### src/rtl/wb_line_responder_if.sv
// Wishbone bus bundle for the single-line responder: one 128-bit line per beat.
// Master drives cyc/stb/we/adr/sel/dat_m and holds them stable until ack.
// Slave returns dat_s/ack; sel is an active-low byte-lane select.
interface wishbone;
    logic         cyc;
    logic         stb;
    logic         we;
    logic [15:0]  adr;
    logic [15:0]  sel;
    logic [127:0] dat_m;
    logic [127:0] dat_s;
    logic         ack;

    modport slave (
        input  cyc, stb, we, adr, sel, dat_m,
        output dat_s, ack
    );

    modport master (
        output cyc, stb, we, adr, sel, dat_m,
        input  dat_s, ack
    );
endinterface

### src/rtl/wb_line_responder.sv
// Purpose: one-line write-back buffer between a Wishbone slave port and a line-wide physical memory.
// Latency: hit acks one cycle after acceptance; miss acks one cycle after the fill pmem_resp.
// Backpressure: requests accepted only in IDLE; pmem_read/pmem_write held until pmem_resp.
// Ports: clk, rst (sync, active-high); wb (wishbone.slave); pmem_read/pmem_write/pmem_address/
//        pmem_wdata out to memory; pmem_rdata/pmem_resp back from memory.
module wb_line_responder (
    input  logic          clk,
    input  logic          rst,
    wishbone.slave        wb,
    output logic          pmem_read,
    output logic          pmem_write,
    output logic [15:0]   pmem_address,
    output logic [127:0]  pmem_wdata,
    input  logic [127:0]  pmem_rdata,
    input  logic          pmem_resp
);

    typedef enum logic [1:0] {
        IDLE  = 2'd0,
        WBACK = 2'd1,
        FILL  = 2'd2,
        RESP  = 2'd3
    } state_t;

    state_t state;
    state_t state_nxt;

    // Line buffer
    logic         valid;
    logic         dirty;
    logic [11:0]  tag;
    logic [127:0] data;

    // Line address captured at acceptance so the fill address stays stable
    // even if the master abandons the cycle while memory is still busy.
    logic [11:0]  req_tag;

    logic req;
    logic hit;
    logic unused_adr_bits;

    assign req             = wb.cyc & wb.stb;
    assign hit             = valid && (tag == wb.adr[15:4]);
    assign unused_adr_bits = ^wb.adr[3:0];

    // Next state and outputs
    always_comb begin
        state_nxt    = state;
        pmem_read    = 1'b0;
        pmem_write   = 1'b0;
        pmem_address = 16'h0000;
        pmem_wdata   = 128'h0;
        wb.ack       = 1'b0;
        wb.dat_s     = 128'h0;

        case (state)
            IDLE: begin
                if (req) begin
                    if (hit)
                        state_nxt = RESP;
                    else if (valid && dirty)
                        state_nxt = WBACK;
                    else
                        state_nxt = FILL;
                end
            end
            WBACK: begin
                pmem_write   = 1'b1;
                pmem_address = {tag, 4'h0};
                pmem_wdata   = data;
                // A dropped request still lets the writeback finish, then parks.
                if (pmem_resp)
                    state_nxt = req ? FILL : IDLE;
            end
            FILL: begin
                pmem_read    = 1'b1;
                pmem_address = {req_tag, 4'h0};
                if (pmem_resp)
                    state_nxt = req ? RESP : IDLE;
            end
            RESP: begin
                wb.ack = 1'b1;
                if (!wb.we)
                    wb.dat_s = data;
                // Always pass through IDLE so a held request is not taken twice.
                state_nxt = IDLE;
            end
            default: state_nxt = IDLE;
        endcase
    end

    // State register and line buffer
    always_ff @(posedge clk) begin
        if (rst) begin
            state   <= IDLE;
            valid   <= 1'b0;
            dirty   <= 1'b0;
            tag     <= 12'h000;
            data    <= 128'h0;
            req_tag <= 12'h000;
        end else begin
            state <= state_nxt;
            case (state)
                IDLE: begin
                    if (req)
                        req_tag <= wb.adr[15:4];
                end
                WBACK: begin
                    if (pmem_resp)
                        dirty <= 1'b0;
                end
                FILL: begin
                    if (pmem_resp) begin
                        data  <= pmem_rdata;
                        tag   <= req_tag;
                        valid <= 1'b1;
                        dirty <= 1'b0;
                    end
                end
                RESP: begin
                    if (wb.we) begin
                        // sel is active-low: a 0 bit enables that byte lane.
                        for (int i = 0; i < 16; i++) begin
                            if (!wb.sel[i])
                                data[8*i +: 8] <= wb.dat_m[8*i +: 8];
                        end
                        if (wb.sel != 16'hFFFF)
                            dirty <= 1'b1;
                    end
                end
                default: ;
            endcase
        end
    end

endmodule

### src/flat_wrapper.sv
// flat-port wrapper written by rule: the top's interface ports become plain ports
module wb_line_responder_flat 
  (clk, rst, pmem_read, pmem_write, pmem_address, pmem_wdata, pmem_rdata, pmem_resp, wb_cyc, wb_stb, wb_we, wb_adr, wb_sel, wb_dat_m, wb_dat_s, wb_ack);
  wishbone wb_i ();
  input  logic clk;
  input  logic rst;
  output logic pmem_read;
  output logic pmem_write;
  output logic [15:0] pmem_address;
  output logic [127:0] pmem_wdata;
  input  logic [127:0] pmem_rdata;
  input  logic pmem_resp;
  input wire logic [$bits(wb_i.cyc)-1:0] wb_cyc;
  input wire logic [$bits(wb_i.stb)-1:0] wb_stb;
  input wire logic [$bits(wb_i.we)-1:0] wb_we;
  input wire logic [$bits(wb_i.adr)-1:0] wb_adr;
  input wire logic [$bits(wb_i.sel)-1:0] wb_sel;
  input wire logic [$bits(wb_i.dat_m)-1:0] wb_dat_m;
  output wire logic [$bits(wb_i.dat_s)-1:0] wb_dat_s;
  output wire logic [$bits(wb_i.ack)-1:0] wb_ack;
  assign wb_i.cyc = wb_cyc;
  assign wb_i.stb = wb_stb;
  assign wb_i.we = wb_we;
  assign wb_i.adr = wb_adr;
  assign wb_i.sel = wb_sel;
  assign wb_i.dat_m = wb_dat_m;
  assign wb_dat_s = wb_i.dat_s;
  assign wb_ack = wb_i.ack;
  wb_line_responder u_core (.clk(clk), .rst(rst), .wb(wb_i), .pmem_read(pmem_read), .pmem_write(pmem_write), .pmem_address(pmem_address), .pmem_wdata(pmem_wdata), .pmem_rdata(pmem_rdata), .pmem_resp(pmem_resp));
endmodule
### config.mk
export PLATFORM = sky130hd
export DESIGN_NAME = wb_line_responder_flat
export DESIGN_NICKNAME = d
export VERILOG_FILES = /design/src/rtl/wb_line_responder_if.sv /design/src/rtl/wb_line_responder.sv /design/src/flat_wrapper.sv
export SDC_FILE = /design/constraint.sdc
export NUM_CORES = 1
export LEC_CHECK = 0
export BUFFER_PORTS_ARGS = -buffer_cell sky130_fd_sc_hd__buf_2
export CAP_MARGIN = 25
export CORE_AREA = 2 2 224 226
export DETAILED_ROUTE_END_ITERATION = 12
export DIE_AREA = 0 0 226 228
export PLACE_DENSITY_LB_ADDON = 0.12
export SETUP_SLACK_MARGIN = 0.1
export SYNTH_ARGS = -nofsm -noshare
export SYNTH_HDL_FRONTEND = slang
export SYNTH_SLANG_ARGS = --single-unit
export TNS_END_PERCENT = 10
### constraint.sdc
create_clock -name clk -period 5.42 [get_ports clk]
set_clock_uncertainty 0.05 [all_clocks]
set_input_delay 0 -clock clk [delete_from_list [all_inputs] [get_ports clk]]
set_output_delay 0 -clock clk [all_outputs]
set_load 0.05 [all_outputs]
==> run summary, run 1 <==
Crit-path leading delay family = buffers and inverters
PnR worst setup slack = 1.722 ns
Setup total negative slack = 0 ns
Switching share of total power = 0.4055
Biggest cell delay along the critical path = 0.73 ns
Critical Path Fanout Max = 107
Die Area = 51530 um2
RSZ-0062 raised after global routing = false
GR Overflow Total = 0
Max Slew Vio Count = 0
Largest family of logic cells by synthesized area = simple AND/OR/NAND/NOR gates
Leakage = 7.303 nW
Wire length per cell = 16.40 um
Top post-synthesis cells by area = dfxtp_1, and2_1, mux2i_1
Post-Place Setup Slack = 2.066 ns
Yosys top cell by area = dfxtp_1
Total power = 5.653 mW
Mapped Area = 9175 um2
NumNets Final = 2194
Combinational power share = 0.485
Area Growth Syn to Fin = 78.94%
Worst EP arrival = 3.98 ns
Final worst path period need = 3.698 ns
# placed instances = 2209
Final Cycle Share = 0.6824
Via-to-Cell Ratio = 4.138
NetSw = 2.292 mW
Largest net degree at the start of global routing = 128
Crit end category = flip-flop
Synth top area share = 0.3404
CTS buffer count = 17
Post-Synth Simple-Gate Area = 0.2700
Crit Path Category = reg2reg
Residual DRC = 0
Initial antenna violation count = 10
Yosys reg bits = 156
Clock sink count = 156
PwrDens = 344.3 nW/um2
Clock-pin slew on the worst setup and hold paths = 0.06 ns
Hold crit path type = in2reg
Area after DPL = 12480 um2
Gates resized, CTS repair = 0
Final Instance Area = 16420 um2
Worst relative slew slack = 0.3005
Status = finished, final reports clean
Compound-Gate Fraction of Synth Area = 0.1709
Layout cell share with drive strength beyond 1 = 0.3319
Post-Synth XOR/XNOR Area = 0.01146
Reg power frac = 0.310
Core ar. = 49350 um2
Number of H-tree levels = 4
Routed WL = 42.32 mm
Seq/Total Area, Yosys = 0.3404
Internal = 3.361 mW
Worst Path Buf+Inv = 3
Avg Cell Area, Syn = 8.680 um2
Port bufs = 560
Max cap viols = 0
Adder-cell share of the synthesized area = 0.006818
Critical Path Source Type = flip-flop
CTS root buffer = clkbuf_16
Clock Power Share = 0.205
Worst EP required = 5.70 ns
Vias = 10.68k
Fillers = 5246
Hold WS = 0.02940 ns
Hold Vio Cnt, Final = 0
Vias in the first global route = 10.98k
Synth Warn # = 0
Slowest cell on crit path = ha_4
Chip height = 228 um
Post-layout util = 0.3327
Cell Chain, Critical Path = ha_4 -> buf_12 -> mux2i_1 -> dlygate4sd3_1 -> a211oi_1 -> dlygate4sd3_1
Fmax = 270.4 MHz
Post-route ant nets = 0
CTS tree = yes
Drt pass-1 iters = 4
Worst vdd ir = 157.0 uV
Setup violations, final = 0
Row cnt = 82
Multi-input gate area = 5564 um2
Mapped Cells = 1057
Crit-path most repeated cell = dlygate4sd3_1
Top Ports = 569
Mux cell area share after synthesis = 0.1421
Clk buf depth = 2
Initial Utilization = 0.1859
Final GP Congestion = 0.8243
Register area = 3123 um2
DP HPWL = 29.78 mm
Distinct cells, synth = 31
Non-Filler Instances = 2581
Die Wd = 226 um
Initial DRC count = 399
Worst Tran Pin Value = 1.047 ns
Global Route Usage Sum = 0.1608
Latest clock arrival within the worst-skew pair = 0.44 ns
First-pass GRT wire length = 63.17 mm
## worst paths after layout
kind              depth (start not counted)  slack [ns]               from              end
setup reg to reg                          6        1.72    u_core.state[0]  u_core.data[85]
hold reg to reg                           2        0.42  u_core.req_tag[0]    u_core.tag[0]
hold / removal                            2        0.03                rst    u_core.tag[9]
setup / recovery                          6        1.72    u_core.state[0]  u_core.data[85]
## cell type report
| class | instances | share of cell area |
|---|---|---|
| clock inverter | 8 | 0.006020 |
| timing repair buffer | 908 | 0.3849 |
| multi-input combinational | 806 | 0.3389 |
| inverter | 6 | 0.001372 |
| sequential | 156 | 0.1902 |
| clock buffer | 20 | 0.02660 |
| antenna | 5 | 0.0007621 |
| tap | 672 | 0.05121 |
## state kept, by name, indices dropped and copies added (netlist names)
signal          flops
u_core.tag         12
u_core.req_tag     12
u_core.valid        1
u_core.dirty        1
u_core.state        2
u_core.data       128
## cell usage after synthesis (all sizes together)
| master | number |
|---|---|
| xnor2 | 12 |
| o211ai | 1 |
| or4 | 2 |
| conb | 1 |
| nand2 | 51 |
| nor2b | 13 |
| o311a | 1 |
| and3 | 1 |
| a21oi | 25 |
| ha | 5 |
| nand4 | 5 |
| nor3b | 1 |
| mux2i | 129 |
| dfxtp | 156 |
| a211oi | 144 |
| nor2 | 135 |
| a2bb2oi | 1 |
| a221oi | 1 |
| buf | 41 |
| nand3 | 5 |
| clkbuf | 51 |
| a22oi | 12 |
| a311oi | 1 |
| o21ai | 1 |
| inv | 6 |
| and2 | 256 |
## placed cells by master (no fill, tap or decap), types with 4 or more instances in the layout
| master | count |
|---|---|
| a211oi_1 | 113 |
| a211oi_2 | 22 |
| a211oi_4 | 9 |
| a21oi_1 | 25 |
| a22oi_1 | 12 |
| and2_1 | 256 |
| buf_2 | 559 |
| buf_4 | 6 |
| clkbuf_16 | 17 |
| conb_1 | 4 |
| dfxtp_1 | 156 |
| diode_2 | 5 |
| dlygate4sd3_1 | 337 |
| inv_1 | 6 |
| mux2i_1 | 128 |
| nand2_1 | 51 |
| nand3_1 | 5 |
| nand4_1 | 5 |
| nor2_1 | 135 |
| nor2b_1 | 12 |
| xnor2_1 | 12 |
## metal layers
layer  part of all wire  global-route usage  up-vias
met2               0.50              0.2895      352
li1                   -                   -     5307
met1               0.41              0.1770     4927
met4              0.033             0.06312       12
met3              0.055             0.04456       83
met5             0.0020                   0        -
## power by group through the flow
stage | registers [mW] | clock network (mW) | logic, mW
CTS | 1.76 | 1.22 | 2.77
global placement | 1.77 | 0 | 2.22
floorplan | 1.67 | 0 | 1.72
finish | 1.75 | 1.16 | 2.74
detailed placement | 1.78 | 0 | 2.27
global route | 1.81 | 1.26 | 3.02
## cell families after synthesis
group	after synthesis
simple gates	469
mux	129
fa+ha+maj	5
other cells	1
xor+xnor	12
buf+inv	98
flops	156
compound gates	187
## repair_timing
| item | 4_1_cts | 5_1_grt |
|---|---|---|
| hold buffers | 337 | 0 |
| setup buffers | 0 | 0 |
| hold endpoints to repair | 143 | 0 |
| setup endpoints to repair | 0 | 0 |
No activity file was read; power rests on OpenSTA's default activity.
==> run 2: changes to the inputs <==
--- a/config.mk
+++ b/config.mk
@@ -7,9 +7,9 @@
 export LEC_CHECK = 0
 export BUFFER_PORTS_ARGS = -buffer_cell sky130_fd_sc_hd__buf_2
 export CAP_MARGIN = 25
-export CORE_AREA = 2 2 224 226
+export CORE_AREA = 2 2 222 224
 export DETAILED_ROUTE_END_ITERATION = 12
-export DIE_AREA = 0 0 226 228
+export DIE_AREA = 0 0 224 226
 export PLACE_DENSITY_LB_ADDON = 0.12
 export SETUP_SLACK_MARGIN = 0.1
 export SYNTH_ARGS = -nofsm -noshare
==> constraint.sdc (replaced) <==
create_clock -name clk -period 3.7 [get_ports clk]
set_clock_uncertainty 0.05 [all_clocks]
set_input_delay 0 -clock clk [delete_from_list [all_inputs] [get_ports clk]]
set_output_delay 0 -clock clk [all_outputs]
set_load 0.05 [all_outputs]
==> run 2 against run 1 <==
  * Flip-flop and latch count unchanged
  * Fmax grew 9.8%
  * Setup slack lost 1.4 ns
  * Sequential share of layout area decreased by 0.13 points
  * Routed wire length rose by 0.83%
  * Count of clock-buffer cells in the layout fell by 2
  * Utilization rose by 0.92 points
  * Global-route usage up 0.30 points
  * Sequential power increased by 47%
  * Non-clock buffer count grew 12
  * Register-to-register slack got worse by 1.4 ns
  * Critical path depth did not move
==> run summary, run 2 (synthesis results as in run 1) <==
Top Ports = 569 (unchanged)
Clock-pin slew on the worst setup and hold paths = 0.07 ns (about the same)
Most common cell after layout, fill and taps aside = buf_2
Fmax = 297.0 MHz (+9.8%)
Wire length per cell = 16.73 um (+2.0%)
Leading registers by flop count = u_core.data x128, u_core.req_tag x12, u_core.tag x12
Leakage = 7.392 nW (+1.2%)
Worst EP arrival = 3.70 ns (-0.28 ns)
CTS tree = yes
Setup violations, final = 0 (unchanged)
Hold Vio Cnt, Final = 0 (unchanged)
Core ar. = 48340 um2 (-2.0%)
Global Route Usage Sum = 0.1638 (+0.003038)
Max Slew Vio Count = 0 (unchanged)
Routed WL = 42.67 mm (+0.83%)
Via-to-Cell Ratio = 4.178 (+0.97%)
Hold crit path type = in2reg
Drt pass-1 iters = 4 (unchanged)
Vias = 10.66k (-0.21%)
Worst Tran Pin Value = 0.8699 ns (-0.1775 ns)
Number of H-tree levels = 4 (unchanged)
First-pass GRT wire length = 62.91 mm (-0.41%)
Area Growth Syn to Fin = 80.13%
Critical Path Source Type = flip-flop
Reg with most FFs = u_core.data
Max cap viols = 0 (unchanged)
Final worst path period need = 3.367 ns (-0.3310 ns)
Layout cell share with drive strength beyond 1 = 0.3396 (+0.007651)
Initial DRC count = 378 (-5.3%)
Die Area = 50620 um2 (-1.8%)
PwrDens = 515.2 nW/um2 (+50%)
Area after DPL = 12520 um2 (+0.37%)
Worst relative slew slack = 0.4189 (+0.1184)
Chip height = 226 um (-0.88%)
Max FFs per register = 128 (unchanged)
Worst EP required = 4.04 ns (-1.66 ns)
Residual DRC = 0 (unchanged)
CTS root buffer = clkbuf_16
Latest clock arrival within the worst-skew pair = 0.45 ns (about the same)
Vias in the first global route = 10.86k (-1.1%)
Final Cycle Share = 0.9101 (+0.2277)
Clock sink count = 156 (unchanged)
Post-route ant nets = 0 (unchanged)
DP HPWL = 31.04 mm (+4.3%)
Clk buf depth = 2 (unchanged)
Die Wd = 224 um (-0.88%)
Initial antenna violation count = 10 (unchanged)
Worst vdd ir = 188.0 uV (+20%)
Final GP Congestion = 0.7780 (-5.6%)
NumNets Final = 2206 (+0.55%)
GR Overflow Total = 0 (unchanged)
CTS buffer count = 17 (unchanged)
Port bufs = 560 (unchanged)
Row cnt = 81 (-1.2%)
Crit Path Category = reg2reg
Status = finished, final reports clean
Most frequent cells in the layout = buf_2, dlygate4sd3_1, and2_1, dfxtp_1, nor2_1
Final Instance Area = 16530 um2 (+0.66%)
Critical Path Fanout Max = 41 (-62%)
Initial Utilization = 0.1898 (+0.003874)
Crit end category = flip-flop
RSZ-0062 raised after global routing = false
Setup repair bufs after CTS = 0 (unchanged)
Setup total negative slack = 0 ns (unchanged)
Largest net degree at the start of global routing = 89 (-30%)
[run 2: area by class of cell]
type                            count  area (um2)
Inverter                            6       22.52
Tap cell                          622       778.2
Timing Repair Buffer              920        6395
Multi-Input combinational cell    806        5564
Antenna cell                        9       22.52
Clock inverter                     14       192.7
Fill cell                        5159       31820
Clock buffer                       18       429.2
Sequential cell                   156        3123
[run 2: power by group]
part	total, mW	switching [mW]	internal [mW]
combinational	4.02	2.27	1.75
clock	1.92	0.789	1.13
sequential	2.57	0.380	2.19
total	8.51	3.44	5.07
[run 2: through the flow]
step | setup slack, ns | power [mW] | utilization | hold WS, ns | cells
5_1_grt | 0.1027 | 9.143 | 0.3417 | 0.01060 | 2548
6_report | 0.3327 | 8.515 | 0.3419 | 0.009352 | 2551
4_1_cts | 0.1673 | 8.646 | 0.3413 | 0.0004137 | 2542
3_3_place_gp | 0.8932 | 5.906 | 0.2587 | 0.2183 | 2173
2_1_floorplan | 1.230 | 4.954 | - | 0.08597 | 1060
3_5_place_dp | 0.8541 | 5.965 | 0.2590 | 0.2202 | 2175
[run 2: worst paths after layout]
| check | end | cells after the start | start | slack [ns] |
|---|---|---|---|---|
| max | u_core.data[47] | 6 | u_core.state[0] | 0.33 |
| min | u_core.data[92] | 2 | rst | 0.009 |
| max reg2reg | u_core.data[47] | 6 | u_core.state[0] | 0.33 |
| min reg2reg | u_core.req_tag[3] | 2 | u_core.req_tag[3] | 0.42 |
[run 2: metal layers]
layer | track usage | up-vias | share of wire
li1 | - | 5334 | -
met1 | 0.1843 | 4959 | 0.41
met2 | 0.3001 | 307 | 0.51
met3 | 0.04059 | 57 | 0.049
met4 | 0.05548 | 2 | 0.025
met5 | 0 | - | 0.00030
[run 2: worst max-delay path, stage by stage (launching register included)]
cell and delay, ns:
dfxtp_1 0.46, ha_4 0.53, buf_6 0.56, mux2i_1 0.20, dlygate4sd3_1 0.62, a211oi_1 0.26, dlygate4sd3_1 0.58
[run 2: repair_timing]
action	4_1_cts	5_1_grt
gates resized for setup	0	2
hold endpoints to repair	143	0
hold buffers	335	0
setup endpoints to repair	0	35
==> run 3: changes to the inputs <==
--- a/config.mk
+++ b/config.mk
@@ -7,11 +7,12 @@
 export LEC_CHECK = 0
 export BUFFER_PORTS_ARGS = -buffer_cell sky130_fd_sc_hd__buf_2
 export CAP_MARGIN = 25
-export CORE_AREA = 2 2 222 224
+export CELL_PAD_IN_SITES_DETAIL_PLACEMENT = 0
+export CELL_PAD_IN_SITES_GLOBAL_PLACEMENT = 1
+export CORE_AREA = 2 2 219 221
 export DETAILED_ROUTE_END_ITERATION = 12
-export DIE_AREA = 0 0 224 226
+export DIE_AREA = 0 0 221 223
 export PLACE_DENSITY_LB_ADDON = 0.12
-export SETUP_SLACK_MARGIN = 0.1
 export SYNTH_ARGS = -nofsm -noshare
 export SYNTH_HDL_FRONTEND = slang
 export SYNTH_SLANG_ARGS = --single-unit
==> run 3 against run 2 <==
  * Register-to-register slack got worse by 0.17 ns
  * Fmax decreased by 4.9%
  * Setup slack got worse by 0.17 ns
  * First-iteration DRC count increased by 2.9%
  * Die area decreased by 2.6%
  * Non-clock buffer count decreased by 12
  * Count of clock-buffer cells in the layout increased by 8
  * Cell count decreased by 0.98%
  * Final area decreased by 0.92%
==> run summary, run 3 (synthesis results as in run 1) <==
Status = finished, final reports clean
Area Growth Syn to Fin = 78.48%
Initial DRC count = 389 (+2.9%)
Clock Power Share = 0.222 (-0.004)
Initial antenna violation count = 8 (-2)
Leading registers by flop count = u_core.data x128, u_core.req_tag x12, u_core.tag x12
Most frequent cells in the layout = buf_2, dlygate4sd3_1, and2_1, dfxtp_1, nor2_1
Chip height = 223 um (-1.3%)
Final Cycle Share = 0.9571 (+0.04699)
Worst relative slew slack = 0.3281 (-0.09072)
Cell Chain, Critical Path = ha_4 -> buf_4 -> mux2i_1 -> dlygate4sd3_1 -> a211oi_2 -> dlygate4sd3_1
First-pass GRT wire length = 67.20 mm (+6.8%)
Worst EP required = 3.98 ns (-0.06 ns)
Layout cell share with drive strength beyond 1 = 0.3384 (-0.001178)
PwrDens = 513.0 nW/um2 (-0.42%)
Switching share of total power = 0.4022 (-0.001844)
Global route hottest layer = met2
Crit Path Category = reg2reg
PnR worst setup slack = 0.1588 ns (-0.1739 ns)
Post-route ant nets = 0 (unchanged)
Drt pass-1 iters = 4 (unchanged)
CTS tree = yes
Worst Tran Pin Value = 1.006 ns (+0.1361 ns)
Top Ports = 569 (unchanged)
Combinational power share = 0.474 (+0.002)
Reg with most FFs = u_core.data
Biggest cell delay along the critical path = 0.65 ns (+0.03 ns)
Clock-pin slew on the worst setup and hold paths = 0.07 ns (about the same)
Final GP Congestion = 0.8197 (+5.4%)
Most common cell after layout, fill and taps aside = buf_2
CTS buffer count = 17 (unchanged)
Number of H-tree levels = 4 (unchanged)
Initial Utilization = 0.1946 (+0.004820)
NetSw = 3.379 mW (-1.8%)
Clock sink count = 156 (unchanged)
Fmax = 282.4 MHz (-4.9%)
Clk buf depth = 2 (unchanged)
Hold Vio Cnt, Final = 0 (unchanged)
NumNets Final = 2194 (-0.54%)
Hold depth = 3 (+1)
CTS root buffer = clkbuf_16
Hold crit path type = in2reg
Internal = 5.022 mW (-1.0%)
Residual DRC = 0 (unchanged)
Post-Place Setup Slack = 0.7618 ns (-0.09229 ns)
Via-to-Cell Ratio = 4.171 (-0.19%)
Largest net degree at the start of global routing = 95 (+6.7%)
Critical Path Source Type = flip-flop
Setup violations, final = 0 (unchanged)
Crit end category = flip-flop
Routed WL = 44.82 mm (+5.0%)
Die Area = 49280 um2 (-2.6%)
Latest clock arrival within the worst-skew pair = 0.45 ns (about the same)
Critical Path Fanout Max = 40 (-2.4%)
Crit-path most repeated cell = dlygate4sd3_1
Setup total negative slack = 0 ns (unchanged)
Port bufs = 560 (unchanged)
Vias = 10.54k (-1.2%)
Max Slew Vio Count = 0 (unchanged)
Vias in the first global route = 10.84k (-0.10%)
GR Util met2 = 0.3103 (+0.01014)
Global Route Usage Sum = 0.1789 (+0.01512)
Worst vdd ir = 280.3 uV (+49%)
Row cnt = 80 (-1.2%)
GR Overflow Total = 0 (unchanged)
Die Wd = 221 um (-1.3%)
DP HPWL = 33.10 mm (+6.6%)
Final worst path period need = 3.541 ns (+0.1739 ns)
M1 GR Usage = 0.2096 (+0.02526)
Max FFs per register = 128 (unchanged)
Core ar. = 47150 um2 (-2.5%)
Worst r2r path cells = 6 (unchanged)
Reg power frac = 0.303 (about the same)
Leakage = 7.323 nW (-0.94%)
Max cap viols = 0 (unchanged)
Slowest cell on crit path = buf_4
Setup repair bufs after CTS = 0 (unchanged)
Wire length per cell = 17.74 um (+6.1%)
Met3 Usage GRT = 0.04728 (+0.006687)
Worst EP arrival = 3.82 ns (+0.12 ns)
run 3: power by group through the flow:
stage               logic, mW  registers (mW)  clock network [mW]
floorplan                2.51            2.44                   0
global placement         3.32            2.57                   0
detailed placement       3.35            2.59                   0
CTS                      4.03            2.55                1.95
global route             4.39            2.63                2.01
finish                   3.98            2.55                1.87
run 3: worst max-delay path: cells and delay by family (launching register included):
family	cells	cell delay (ns)
AO/OA/AOI/OAI	1	0.08
adder cells (fa/ha/maj)	1	0.60
multiplexers	1	0.31
flip-flops	1	0.47
buffers and inverters	3	1.87
run 3: final cells by class:
cell class,instances,area (um2)
Tap cell,615,769.5
Antenna cell,5,12.51
Inverter,6,22.52
Clock buffer,26,529.3
Fill cell,5046,30770
Multi-Input combinational cell,806,5564
Timing Repair Buffer,908,6279
Sequential cell,156,3123
Clock inverter,4,76.32
run 3: repair_timing:
item                                   CTS  global route
endpoints found under the hold margin  143             3
resized for setup                        0             1
setup endpoints to repair                0             7
hold buffers                           326             1
run 3: stage by stage:
| stage | util | instance area [um2] | hold WS (ns) | std cells | total power, mW |
|---|---|---|---|---|---|
| floorplan | - | 9186 | 0.08597 | 1060 | 4.954 |
| global placement | 0.2640 | 12450 | 0.2212 | 2161 | 5.886 |
| detailed placement | 0.2642 | 12460 | 0.2234 | 2162 | 5.941 |
| CTS | 0.3463 | 16320 | 0.004006 | 2518 | 8.531 |
| global route | 0.3472 | 16370 | 0.01315 | 2523 | 9.031 |
| finish | 0.3473 | 16380 | 0.01882 | 2526 | 8.401 |
run 3: per-layer routing:
metal  vias to the layer above  routed length (um)
li1                       5295                   -
met1                      4855               18700
met2                       312               22230
met3                        65                2309
met4                         8                1536
met5                         -                  40
run 3: final timing paths:
check	startpoint	to	slack, ns
worst max-delay path	u_core.state[0]	u_core.data[109]	0.16
worst min-delay path	wb_sel[12]	u_core.data[102]	0.02
worst max register to register	u_core.state[0]	u_core.data[109]	0.16
worst min register to register	u_core.req_tag[10]	u_core.tag[10]	0.42
